===== config.mk =====
export PLATFORM = sky130hd
export DESIGN_NAME = vga_timing_gen
export DESIGN_NICKNAME = d
export VERILOG_FILES = /design/src/rtl/vga_timing_gen.sv
export SDC_FILE = /design/constraint.sdc
export NUM_CORES = 1
export LEC_CHECK = 0
export ABC_AREA = 0
export CAP_MARGIN = 20
export CORE_UTILIZATION = 45
export CTS_BUF_LIST = sky130_fd_sc_hd__clkbuf_4 sky130_fd_sc_hd__clkbuf_8 sky130_fd_sc_hd__clkbuf_16
export CTS_CLUSTER_DIAMETER = 120
export DETAILED_ROUTE_END_ITERATION = 8
export PLACE_DENSITY = 0.72
export SYNTH_ARGS = -nofsm -noshare
export SYNTH_HDL_FRONTEND = slang
export SYNTH_SLANG_ARGS = --single-unit
export TNS_END_PERCENT = 30

===== constraint.sdc =====
create_clock -name clk -period 3.4 [get_ports clk]
set_input_delay 0.34 -clock clk [delete_from_list [all_inputs] [get_ports clk]]
set_output_delay 0.34 -clock clk [all_outputs]
set_load 0.01 [all_outputs]

===== src/rtl/vga_timing_gen.sv =====
// Parametrised VGA raster timing generator: pixel/line counters plus registered
// sync, blanking, display-enable and line/frame start strobes.
module vga_timing_gen #(
    parameter int   H_ACTIVE = 1024,
    parameter int   H_FP     = 24,
    parameter int   H_SYNC   = 136,
    parameter int   H_BP     = 160,
    parameter int   V_ACTIVE = 768,
    parameter int   V_FP     = 3,
    parameter int   V_SYNC   = 6,
    parameter int   V_BP     = 29,
    parameter logic HS_POL   = 1'b1,
    parameter logic VS_POL   = 1'b1,
    parameter int   CNT_W    = 11
) (
    input  logic             clk,
    input  logic             rst_n,
    input  logic             pix_en,
    input  logic             resync,
    output logic [CNT_W-1:0] hcount,
    output logic [CNT_W-1:0] vcount,
    output logic             hblnk,
    output logic             vblnk,
    output logic             hsync,
    output logic             vsync,
    output logic             active,
    output logic             line_start,
    output logic             frame_start
);

    localparam int H_TOTAL = H_ACTIVE + H_FP + H_SYNC + H_BP;
    localparam int V_TOTAL = V_ACTIVE + V_FP + V_SYNC + V_BP;

    localparam logic [CNT_W-1:0] H_LAST     = CNT_W'(H_TOTAL - 1);
    localparam logic [CNT_W-1:0] V_LAST     = CNT_W'(V_TOTAL - 1);
    localparam logic [CNT_W-1:0] H_BLK      = CNT_W'(H_ACTIVE);
    localparam logic [CNT_W-1:0] V_BLK      = CNT_W'(V_ACTIVE);
    localparam logic [CNT_W-1:0] HS_START   = CNT_W'(H_ACTIVE + H_FP);
    localparam logic [CNT_W-1:0] HS_END     = CNT_W'(H_ACTIVE + H_FP + H_SYNC);
    localparam logic [CNT_W-1:0] VS_START   = CNT_W'(V_ACTIVE + V_FP);
    localparam logic [CNT_W-1:0] VS_END     = CNT_W'(V_ACTIVE + V_FP + V_SYNC);

    if ((H_TOTAL - 1) >= (2 ** CNT_W) || (V_TOTAL - 1) >= (2 ** CNT_W)) begin : g_cnt_w_err
        $fatal(1, "vga_timing_gen: CNT_W too small for H_TOTAL/V_TOTAL");
    end
    if (H_FP == 0 || H_SYNC == 0 || H_BP == 0 || V_FP == 0 || V_SYNC == 0 || V_BP == 0)
    begin : g_zero_err
        $fatal(1, "vga_timing_gen: porch and sync parameters must be non-zero");
    end

    logic [CNT_W-1:0] hcount_q, hcount_d;
    logic [CNT_W-1:0] vcount_q, vcount_d;
    logic             hblnk_q, hblnk_d;
    logic             vblnk_q, vblnk_d;
    logic             hsync_q, hsync_d;
    logic             vsync_q, vsync_d;
    logic             active_q, active_d;
    logic             line_start_q, line_start_d;
    logic             frame_start_q, frame_start_d;
    logic             pend_q, pend_d;

    always_comb begin
        hcount_d      = hcount_q;
        vcount_d      = vcount_q;
        line_start_d  = 1'b0;
        frame_start_d = 1'b0;
        pend_d        = pend_q;

        if (pix_en) begin
            pend_d = 1'b0;
            // A resync landing on the natural wrap collapses into the same (0,0) load.
            if (resync || pend_q) begin
                hcount_d      = '0;
                vcount_d      = '0;
                line_start_d  = 1'b1;
                frame_start_d = 1'b1;
            end else if (hcount_q == H_LAST) begin
                hcount_d     = '0;
                line_start_d = 1'b1;
                if (vcount_q == V_LAST) begin
                    vcount_d      = '0;
                    frame_start_d = 1'b1;
                end else begin
                    vcount_d = vcount_q + 1'b1;
                end
            end else begin
                hcount_d = hcount_q + 1'b1;
            end
        end else begin
            pend_d = pend_q | resync;
        end

        // Decoded from next-state counters so the registered flags line up with the counts.
        hblnk_d  = (hcount_d >= H_BLK);
        vblnk_d  = (vcount_d >= V_BLK);
        hsync_d  = (hcount_d >= HS_START && hcount_d < HS_END) ? HS_POL : ~HS_POL;
        vsync_d  = (vcount_d >= VS_START && vcount_d < VS_END) ? VS_POL : ~VS_POL;
        active_d = ~hblnk_d & ~vblnk_d;
    end

    always_ff @(posedge clk or negedge rst_n) begin
        if (!rst_n) begin
            hcount_q      <= '0;
            vcount_q      <= '0;
            hblnk_q       <= 1'b0;
            vblnk_q       <= 1'b0;
            hsync_q       <= ~HS_POL;
            vsync_q       <= ~VS_POL;
            active_q      <= 1'b1;
            line_start_q  <= 1'b0;
            frame_start_q <= 1'b0;
            pend_q        <= 1'b0;
        end else begin
            hcount_q      <= hcount_d;
            vcount_q      <= vcount_d;
            hblnk_q       <= hblnk_d;
            vblnk_q       <= vblnk_d;
            hsync_q       <= hsync_d;
            vsync_q       <= vsync_d;
            active_q      <= active_d;
            line_start_q  <= line_start_d;
            frame_start_q <= frame_start_d;
            pend_q        <= pend_d;
        end
    end

    assign hcount      = hcount_q;
    assign vcount      = vcount_q;
    assign hblnk       = hblnk_q;
    assign vblnk       = vblnk_q;
    assign hsync       = hsync_q;
    assign vsync       = vsync_q;
    assign active      = active_q;
    assign line_start  = line_start_q;
    assign frame_start = frame_start_q;

endmodule


After elaboration in Yosys (flattened, before gate mapping)
Cells that the tools add are included.
{ "totals": {"reg_bits": 30, "inputBits": 4, "elab_cells": 44} }
{ "classes": {"n_reduce_logical": 3, "n_lt_le_gt_ge": 6, "n_eq_ne": 2, "muxes": 17, "addsub": 2, "n_bitwise": 4} }
{ "op_table": {"columns": ["operator", "n"], "rows": [
  ["2-to-1 mux 11 bit", 7],
  ["adder 11 x 1 -> 11 bit (second input constant)", 2],
  [">= comparator 11 x 10 -> 1 bit (second input constant)", 2],
  [">= comparator 11 bit (second input constant)", 2],
  ["equality test 11 x 10 -> 1 bit (second input constant)", 1],
  ["equality test 11 bit (second input constant)", 1],
  ["less-than comparator 11 x 10 -> 1 bit (second input constant)", 1],
  ["less-than comparator 11 bit (second input constant)", 1],
  ["2-to-1 mux 1 bit", 10],
  ["logical AND 1 bit", 2],
  ["inverter 1 bit", 2],
  ["bitwise AND 1 bit", 1],
  ["logical OR 1 bit", 1],
  ["OR 1 bit", 1]
]} }

Longest topological paths before layout
Gate-level depths: netlist (run 1).
{ "depth": {"depth_word": 8, "depth_mapped": 9} }

Worst setup path after synthesis (run 1)
OpenSTA, ideal clock, no wires.
{ "synth_path": {"path_type": "register -> register", "start": "register vcount_q[3] (netlist: vcount[3])", "end": "register vsync_q (netlist: vsync)", "setup_time_ns": 0.096, "t_arrival_ns": 2.138, "path_stages_with_launch": 8, "synth_period_minus_slack_ns": 2.233, "n_path_buf": 0, "path_slack_ns": 1.167, "path_cell_list": "dfrtp_1 or4_1 or3_4 or3b_1 mux2_4 and3_1 mux2i_1 nor4_2"} }
{ "synth_between": {"elab_chain_len": 8, "elab_cells_between_ends": 10, "classes_between": "add/sub: 1; order compare: 2; eq/ne: 1; mux: 5; reduce/logical: 1"} }
{ "synth_lines": {"columns": ["element", "line", "text"], "rows": [
  ["start, declared", "52", "logic [CNT_W-1:0] vcount_q, vcount_d;"],
  ["start signal, assigned", "115", "vcount_q <= vcount_d;"],
  ["adder 11 x 1 -> 11 bit or equality test 11 x 10 -> 1 bit (tied branches)", "84, 80", null],
  ["2-to-1 mux 11 bit", "80", "if (vcount_q == V_LAST) begin"],
  ["2-to-1 mux 11 bit", "77", "end else if (hcount_q == H_LAST) begin"],
  ["2-to-1 mux 11 bit", "72", "if (resync || pend_q) begin"],
  ["2-to-1 mux 11 bit (*)", "69", "if (pix_en) begin"],
  [">= comparator 11 x 10 -> 1 bit or less-than comparator 11 x 10 -> 1 bit (tied branches)", "97", "vsync_d = (vcount_d >= VS_START && vcount_d < VS_END) ? VS_POL : ~VS_POL;"],
  ["logical AND 1 bit (*)", "97", null],
  ["2-to-1 mux 1 bit (*)", "97", null],
  ["named net vsync_d", "56", "logic vsync_q, vsync_d;"],
  ["end signal, assigned", "108", "vsync_q <= ~VS_POL;"],
  ["end signal, assigned", "119", "vsync_q <= vsync_d;"],
  ["end, declared", "56", null]
]} }
The timed path passes the listed nets; every way through them passes the cells marked *.

Final worst setup path (run 1)
Same ends and word-level chain as after synthesis.

==> results.toml, run 1 <==
[timing]
rsz_0062_raised_after_global_routing = "false"
min_period_ps = 2410
final.setup.worst_slack_ps = 993
timing.final.max_slew_violations = 0
hold_violations = 0
timing.clock.skew_ps = 15.8
slew_headroom_pct = 64.3
sum_neg_setup_slack_ps = 0
finish_stage_setup_viols = 0
slew_at_the_pin_with_the_worst_max_slew_slack_ps = 535
fmax_ghz = 0.415
finalCritPeriodShare_pct = 70.8

[grt]
grt_max_degree = 30
globalRouteOverflowTotal = 0
grt_antenna_before_repair = 0
grt_pass1_vias = 1328
grt.total_usage_pct = 22.0
grt_first_pass_wirelength_mm = 5.98

[clocking]
postCtsSetupBuffers = 0
clock_sinks = 29
clk_root_buffer_cell = "clkbuf_4"
cts_buffers = 5
cts-htree-levels = 2
worst_skew_pair_latency_ps = 330
cts_hold_repair.buffers = 0
cts_max_path_buffers = 2
cts.reportedPaths.clkPinSlew_ps = 100
tritoncts = "done"
postCtsResizedCells = 0

[power_and_ir_drop]
peakVddDrop_mv = 0.174
netSwitchingPower_mw = 0.145
swShare_pct = 22.9
power.density_mw_per_mm2 = 314
cellInternalPower_mw = 0.487
finalPower_mw = 0.632
total_leakage_power_nw = 0.885
seq_power_share_pct = 56.1
power.share.clock_pct = 36.7
comb_power_share_pct = 7.2

[route]
drt_pre_antenna_iters = 4
detailedRoute.firstIterationViolations = 106
final_antenna_net_count = 0
met3WireLength_um = 142
detail_route.wirelength.met1_mm = 1.54
drt_wl_total_mm = 3.46
avgRoutedWirePerCell_um = 13.8
dr.max_layer_used = "met4"
remaining_drc_errors = 0
post_drt_via_cell_ratio = 5.52
vias = 1380
routed-wl-met2_mm = 1.71

[critical_path]
critical_path_peak_fanout = 8
timing.critical_path.arrival_ps = 2630
critPathCaptureType = "flop"
setup.reg_to_reg.worst_slack_ps = 990
startpoint_type_of_the_worst_setup_path = "flop"
reg2reg_depth = 7
critical_path_class = "reg -> reg"
endpoint_required_time_on_the_critical_path_ps = 3620

[die]
width_of_the_chip_um = 61.5
floorplan.initialDensity_pct = 47.4
design.core.area_mm2 = 0.00336
dieHeight_um = 61.5
io-pin-count = 33
fp.dieArea_mm2 = 0.00378
std_cell_rows = 21

[logic_synthesis]
netlist_top_cells_area = "dfrtp_1, nor2_1, xor2_1"
post_synth_instance_area_mm2 = 0.00159
yosys_warnings = 0
synth.most_common_cell = "dfrtp_1"
proportion_of_synthesized_chip_area_in_sequential_cells_pct = 45.6
synth_edf_count = 0
postSynthRegisterBits = 29
mappedNetlistNets = 177
count_of_distinct_cell_types_in_the_synthesized_netlist = 47
top_area_cell_type_share_of_the_netlist_area_pct = 44.0
netlist_instances = 170
synth.avg_cell_area_um2 = 9.38
synth_async_sr_flop_share_pct = 100
ys_dominant_reg_cell = "dfrtp_1"
most_instantiated_cells_after_synthesis = "dfrtp_1, nor2_1, nand2_1"
post-synth-top-area-cell = "dfrtp_1"

[layout]
proportion_of_layout_cells_with_a_drive_suffix_above_1_pct = 9.80
synthToLayoutAreaGrowth_pct = 26.4
fillers = 318
antenna_cells = 0
design.final.nets = 210

[job]
timing.max_cap.violations = 0

[place]
estimated_wirelength_of_the_detail_placed_design_mm = 2.57
placement.io_buffers = 32
dp_worst_setup_slack_ps = 841
place.gp.congestion = 0.880

[run_status]
run_status = "finished, final reports clean"

[hold_path]
classification_of_the_worst_slack_hold_path = "in -> async"
cells by family (layout without fill, tap and decap cells):
kind of cell,Yosys count,count (layout),synth area share [%]
AND/OR/NAND/NOR,83,83,28.3
AO/OA/AOI/OAI,26,26,10.1
XOR/XNOR,12,12,6.59
multiplexers,6,6,4.16
buffers and inverters,11,45,2.90
flip-flops,29,29,45.6
adder cells (fa/ha/maj),3,3,2.36
critical path: stages, from the launching register on:
cell	delay (ps)
dfrtp_1	470
or4_1	550
or3_4	410
or3b_1	220
mux2_4	160
and3_1	160
mux2i_1	80
nor4_2	240
power groups by stage:
| stage | registers [mW] | clock network (mW) | logic (mW) |
|---|---|---|---|
| floorplan | 0.363 | 0 | 0.0183 |
| global placement | 0.361 | 0 | 0.0454 |
| detailed placement | 0.361 | 0 | 0.0463 |
| CTS | 0.354 | 0.239 | 0.0464 |
| global route | 0.355 | 0.254 | 0.0509 |
| finish | 0.354 | 0.232 | 0.0454 |
registers in the layout, summed over array words and instances, names as in the netlist:
signal and flops:
hcount 10, hsync 1, vcount 11, pend_q 1
vsync 1, hblnk 1, frame_start 1, vblnk 1
active 1, line_start 1
cell type report:
class / instances / area (µm²) / share of cell area [%]
Inverter: 4 / 15.0 / 0.745
Clock buffer: 8 / 66.3 / 3.29
Tap cell: 46 / 57.6 / 2.86
Timing Repair Buffer: 33 / 328 / 16.3
Multi-Input combinational cell: 130 / 821 / 40.7
Sequential cell: 29 / 727 / 36.1
cells in the final DEF, fill, tap and decap left out, types with 4 or more instances in the layout:
master	count
clkbuf_4	7
nor2_1	21
nand4_1	5
nand2_1	18
xor2_1	9
mux2i_1	4
nand3_1	9
dfrtp_1	28
inv_1	4
o21ai_0	7
clkdlybuf4s50_1	32
and3_1	5
a21oi_1	4
path summary, 6_finish.rpt:
kind	from	endpoint
setup / recovery	vcount[3]	vsync
hold / removal	rst_n	vcount[8]
setup reg to reg	vcount[3]	vsync
hold reg to reg	pend_q	vcount[6]
max in group asynchronous	rst_n	active
min in group clk	pend_q	vcount[6]
routing by layer:
| layer | vias to the layer above | track usage (%) |
|---|---|---|
| li1 | 677 | - |
| met1 | 656 | 26.7 |
| met2 | 39 | 36.4 |
| met3 | 8 | 6.51 |
| met4 | 0 | 9.52 |
| met5 | - | 0 |
through the flow:
stage,hold slack [ps],cells,instance area (µm²),util [%]
CTS,395,250,2010,59.9
finish,389,250,2010,59.9
global route,420,250,2010,59.9
detailed placement,545,242,1950,57.9
floorplan,44.4,170,1590,-
global placement,540,242,1950,57.9
Note: power is estimated with default switching activity, not from simulation.
==> inputs of run 2 (changes only) <==
--- a/config.mk
+++ b/config.mk
@@ -11,7 +11,7 @@
 export CTS_BUF_LIST = sky130_fd_sc_hd__clkbuf_4 sky130_fd_sc_hd__clkbuf_8 sky130_fd_sc_hd__clkbuf_16
 export CTS_CLUSTER_DIAMETER = 120
 export DETAILED_ROUTE_END_ITERATION = 8
-export PLACE_DENSITY = 0.72
+export PLACE_DENSITY = 0.74
 export SYNTH_ARGS = -nofsm -noshare
 export SYNTH_HDL_FRONTEND = slang
 export SYNTH_SLANG_ARGS = --single-unit
==> constraint.sdc (replaced) <==
create_clock -name clk -period 2.1 [get_ports clk]
set_input_delay 0.21 -clock clk [delete_from_list [all_inputs] [get_ports clk]]
set_output_delay 0.21 -clock clk [all_outputs]
set_load 0.01 [all_outputs]
==> run 2 against run 1 <==
Net effect: flip-flop and latch count unchanged; final cell count up 14%; sequential share of layout area fell by 4.2 points; non-clock buffer count up 35; the flow now finishes with violations (setup timing); critical path type unchanged; critical path depth did not move; critical endpoint unchanged; clock skew down 5.6 ps; largest power group unchanged; combinational power grew 120%; setup slack got worse by 1100 ps.
==> results.toml, run 2 (same netlist as run 1, synthesis figures left out) <==
[run_status]
run_status = "finished, violations left"
violated_checks = "setup timing"

[die]
std_cell_rows = 21
floorplan.initialDensity_pct = 47.4
dieHeight_um = 61.5
width_of_the_chip_um = 61.5
fp.dieArea_mm2 = 0.00378
io-pin-count = 33
design.core.area_mm2 = 0.00336

[power_and_ir_drop]
seq_power_share_pct = 55.7
peakVddDrop_mv = 0.358
total_leakage_power_nw = 1.06
comb_power_share_pct = 9.8
netSwitchingPower_mw = 0.271
swShare_pct = 26.4
power.share.clock_pct = 34.5
finalPower_mw = 1.03
power.density_mw_per_mm2 = 449
cellInternalPower_mw = 0.756

[route]
drt_wl_total_mm = 4.18
remaining_drc_errors = 0
drt_pre_antenna_iters = 4
final_antenna_net_count = 0
vias = 1558
detailedRoute.firstIterationViolations = 105
avgRoutedWirePerCell_um = 14.7
post_drt_via_cell_ratio = 5.47

[clocking]
cts_hold_repair.buffers = 0
tritoncts = "done"
cts_max_path_buffers = 2
clk_root_buffer_cell = "clkbuf_4"
clock_sinks = 29
worst_skew_pair_latency_ps = 350
cts-htree-levels = 2
postCtsSetupBuffers = 0
cts.reportedPaths.clkPinSlew_ps = 100
cts_buffers = 5

[timing]
slew_at_the_pin_with_the_worst_max_slew_slack_ps = 381
slew_headroom_pct = 74.6
min_period_ps = 2180
sum_neg_setup_slack_ps = -78.7
finish_stage_setup_viols = 1
timing.final.max_slew_violations = 0
holdWs_ps = 231
rsz_0062_raised_after_global_routing = "true"
hold_violations = 0
finalCritPeriodShare_pct = 104
final.setup.worst_slack_ps = -78.7
fmax_ghz = 0.459
timing.clock.skew_ps = 10.2

[layout]
mostFrequentLayoutCell = "buf_4"
antenna_cells = 0
synthToLayoutAreaGrowth_pct = 43.5
proportion_of_layout_cells_with_a_drive_suffix_above_1_pct = 25.1
design.final.nets = 245
fillers = 276
largest_register_ff_count = 11
commonest_cells_after_routing_fill_and_taps_aside = "buf_4, clkdlybuf4s50_1, dfrtp_1, nor2_1, nand2_1"
final_core_util_pct = 68.0

[grt]
grt_first_pass_wirelength_mm = 6.58
grt_antenna_before_repair = 0
grt_max_degree = 30
globalRouteOverflowTotal = 0
grt.total_usage_pct = 24.5
grt_pass1_vias = 1492

[job]
timing.max_cap.violations = 0

[critical_path]
critical_path_class = "reg -> reg"
critical_path_peak_fanout = 4
startpoint_type_of_the_worst_setup_path = "flop"
endpoint_required_time_on_the_critical_path_ps = 2360
cp_slowest_cell = "or4_1"
cpPeakStageDelay_ps = 490
cell_family_with_the_largest_share_of_critical_path_delay = "simple AND/OR/NAND/NOR gates"
cells_along_the_critical_path = "or4_1 > or3_4 > or3b_4 > o22a_2 > and3_1 > mux2i_2 > nor4_2"
critPathCaptureType = "flop"
crit_buf_inv = 0
timing.critical_path.arrival_ps = 2440

[place]
estimated_wirelength_of_the_detail_placed_design_mm = 3.09
place.gp.congestion = 0.947
dp_worst_setup_slack_ps = -62.6
placement.io_buffers = 32

[hold_path]
classification_of_the_worst_slack_hold_path = "in -> async"
## run 2: timing repair
item | CTS | global route
pin swaps | 0 | 1
setup endpoints to repair | 1 | 5
cloned | 0 | 0
gates resized for setup | 0 | 3
## run 2: path summary, 6_finish.rpt
kind	slack, ps	startpoint	depth (start not counted)	end
max in group asynchronous	1560	rst_n	2	active
min	230	rst_n	2	vblnk
min in group clk	540	pix_en	2	pend_q
max	-80	vcount[6]	7	vsync
max reg2reg	-80	vcount[6]	7	vsync
min reg2reg	610	pend_q	2	vcount[6]
## run 2: layout make-up
class	instances	area, µm²	area share (%)
Clock buffer	6	45.0	1.97
Clock inverter	2	10.0	0.438
Inverter	4	15.0	0.656
Multi-Input combinational cell	130	841	36.8
Sequential cell	29	728	31.8
Tap cell	46	57.6	2.52
Timing Repair Buffer	68	591	25.8
## run 2: layer usage
metal	GRT usage, %	vias up	share of wire [%]
met1	28.6	750	41
met5	0	-	0
li1	-	742	-
met4	10.2	0	1.7
met3	5.88	8	5.3
met2	43.2	58	52
## run 2: power groups by stage
stage / sequential (mW) / combinational (mW) / clock (mW)
6_report: 0.572 / 0.101 / 0.354
5_1_grt: 0.573 / 0.111 / 0.383
4_1_cts: 0.572 / 0.100 / 0.361
3_5_place_dp: 0.582 / 0.100 / 0
3_3_place_gp: 0.582 / 0.0967 / 0
2_1_floorplan: 0.588 / 0.0300 / 0
## run 2: stage by stage
stage | instance area (µm²) | std cells
floorplan | 1600 | 170
global placement | 2220 | 277
detailed placement | 2220 | 277
CTS | 2270 | 285
global route | 2290 | 285
finish | 2290 | 285
==> inputs of run 3 (changes only) <==
==> constraint.sdc (replaced) <==
create_clock -name clk -period 2.1 [get_ports clk]
set_input_delay 0.63 -clock clk [delete_from_list [all_inputs] [get_ports clk]]
set_output_delay 0.63 -clock clk [all_outputs]
set_load 0.01 [all_outputs]
==> run 3 against run 2 <==
Net effect: the flow still finishes with violations (setup timing); flip-flop and latch count did not move; clock skew fell by 4.5 ps; design area rose by 3.1%; final cell count rose by 2.5%; sequential power barely moved; combinational power barely moved; power rose by 0.76%; highest routed layer unchanged.
==> results.toml, run 3 (same netlist as run 1, synthesis figures left out) <==
[place]
dp_worst_setup_slack_ps = -420
placement.io_buffers = 32
place.gp.congestion = 0.832
estimated_wirelength_of_the_detail_placed_design_mm = 3.18

[critical_path]
endpoint_required_time_on_the_critical_path_ps = 2330
cells_along_the_critical_path = "or4_1 > or3_4 > a21oi_2 > o21ai_1 > a21o_1 > nand3b_1 > nor4_2"
cp_slowest_cell = "or4_1"
cpPeakStageDelay_ps = 510
crit_buf_inv = 0
cell_family_with_the_largest_share_of_critical_path_delay = "simple AND/OR/NAND/NOR gates"
timing.critical_path.arrival_ps = 2450
critical_path_class = "reg -> reg"
critPathCaptureType = "flop"
startpoint_type_of_the_worst_setup_path = "flop"
critical_path_peak_fanout = 4

[layout]
synthToLayoutAreaGrowth_pct = 48.0
mostFrequentLayoutCell = "buf_4"
proportion_of_layout_cells_with_a_drive_suffix_above_1_pct = 29.7
commonest_cells_after_routing_fill_and_taps_aside = "buf_4, clkdlybuf4s50_1, dfrtp_1, nor2_1, nand2_1"
largest_register_ff_count = 11
antenna_cells = 0
design.final.nets = 252
fillers = 276

[route]
remaining_drc_errors = 0
post_drt_via_cell_ratio = 5.42
final_antenna_net_count = 0
drt_wl_total_mm = 4.28
drt_pre_antenna_iters = 4
detailedRoute.firstIterationViolations = 51
vias = 1583
avgRoutedWirePerCell_um = 14.7

[grt]
grt_antenna_before_repair = 0
met1_usage_pct = 29.0
grt_max_degree = 30
grt_first_pass_wirelength_mm = 6.89
grt_pass1_vias = 1545
globalRoute.busiestLayer = "met2"
grt.total_usage_pct = 25.8
globalRouteOverflowTotal = 0
globalRouteMet2Util_pct = 45.2
met3_global_route_usage_pct = 6.51

[clocking]
clock_sinks = 29
worst_skew_pair_latency_ps = 330
cts_buffers = 5
cts-htree-levels = 2
clk_root_buffer_cell = "clkbuf_4"
cts_hold_repair.buffers = 0
cts_max_path_buffers = 2
cts.reportedPaths.clkPinSlew_ps = 90
tritoncts = "done"

[power_and_ir_drop]
swShare_pct = 23.7
power.share.clock_pct = 34.8
power.density_mw_per_mm2 = 439
peakVddDrop_mv = 0.303
netSwitchingPower_mw = 0.245
seq_power_share_pct = 55.2
comb_power_share_pct = 10.0
cellInternalPower_mw = 0.789
total_leakage_power_nw = 1.10

[run_status]
run_status = "finished, violations left"
violated_checks = "setup timing"

[job]
timing.max_cap.violations = 0

[timing]
slew_at_the_pin_with_the_worst_max_slew_slack_ps = 374
finalCritPeriodShare_pct = 105
min_period_ps = 2210
sum_neg_setup_slack_ps = -113
hold_violations = 0
rsz_0062_raised_after_global_routing = "true"
final.setup.worst_slack_ps = -113
timing.final.max_slew_violations = 0
finish_stage_setup_viols = 1
timing.clock.skew_ps = 5.69
slew_headroom_pct = 75.1
fmax_ghz = 0.452

[die]
std_cell_rows = 21
fp.dieArea_mm2 = 0.00378
width_of_the_chip_um = 61.5
design.core.area_mm2 = 0.00336
dieHeight_um = 61.5
io-pin-count = 33
floorplan.initialDensity_pct = 47.4

[hold_path]
classification_of_the_worst_slack_hold_path = "reg -> reg"
-- run 3: changes by cell type in the layout (fill, tap and decap cells not counted), moves of 2 or more --
cell / delta
buf_4: +7
a21oi_2: +2
clkinv_2: -2
and4_1: -2
clkbuf_4: +2
-- run 3: final cells by class --
type / count / area, µm² / area share [%]
clock buffer: 8 / 60.1 / 2.55
multi-input combinational: 130 / 856 / 36.3
inverter: 4 / 15.0 / 0.637
tap: 46 / 57.6 / 2.44
timing repair buffer: 75 / 642 / 27.2
sequential: 29 / 728 / 30.9
-- run 3: routing by layer --
| layer | part of all wire, % | vias to the layer above |
|---|---|---|
| met5 | 0 | - |
| met4 | 2.1 | 0 |
| met3 | 5.0 | 11 |
| met2 | 51 | 63 |
| met1 | 42 | 757 |
| li1 | - | 752 |
-- run 3: final timing paths --
| kind | start | end | slack [ps] | depth (start not counted) |
|---|---|---|---|---|
| worst max-delay path | vcount[10] | vsync | -110 | 7 |
| worst min-delay path | pend_q | vcount[6] | 580 | 2 |
| worst max register to register | vcount[10] | vsync | -110 | 7 |
| worst min register to register | pend_q | vcount[6] | 580 | 2 |
| max in group asynchronous | rst_n | active | 1100 | 2 |
| min in group asynchronous | rst_n | vcount[8] | 690 | 2 |
-- run 3: repair_timing --
item                                    in CTS  in global routing
endpoints found under the setup margin       3                  4
resized for setup                            7                  3
hold endpoints to repair                     0                  0
cloned                                       0                  0
pin swaps                                    0                  3
buffers inserted                             0                  0
-- run 3: tightest hold or removal path: stages, from the launching register on --
cell     delay, ps
dfrtp_1        360
or3_1          100
mux2i_1         80
-- run 3: power groups by stage --
stage | Sequential, mW | Clock [mW] | Combinational (mW)
floorplan | 0.588 | 0 | 0.0300
global placement | 0.582 | 0 | 0.100
detailed placement | 0.582 | 0 | 0.104
CTS | 0.571 | 0.371 | 0.104
global route | 0.573 | 0.394 | 0.113
finish | 0.571 | 0.360 | 0.103
-- run 3: metrics by stage --
step / power (mW) / utilization, % / instances / instance area, µm² / hold WS [ps]
finish: 1.03 / 70.1 / 292 / 2360 / 583
global route: 1.08 / 70.1 / 292 / 2360 / 609
CTS: 1.05 / 69.9 / 292 / 2350 / 586
detailed placement: 0.686 / 67.5 / 284 / 2270 / 566
global placement: 0.682 / 67.5 / 284 / 2270 / 563
floorplan: 0.618 / - / 170 / 1600 / 334
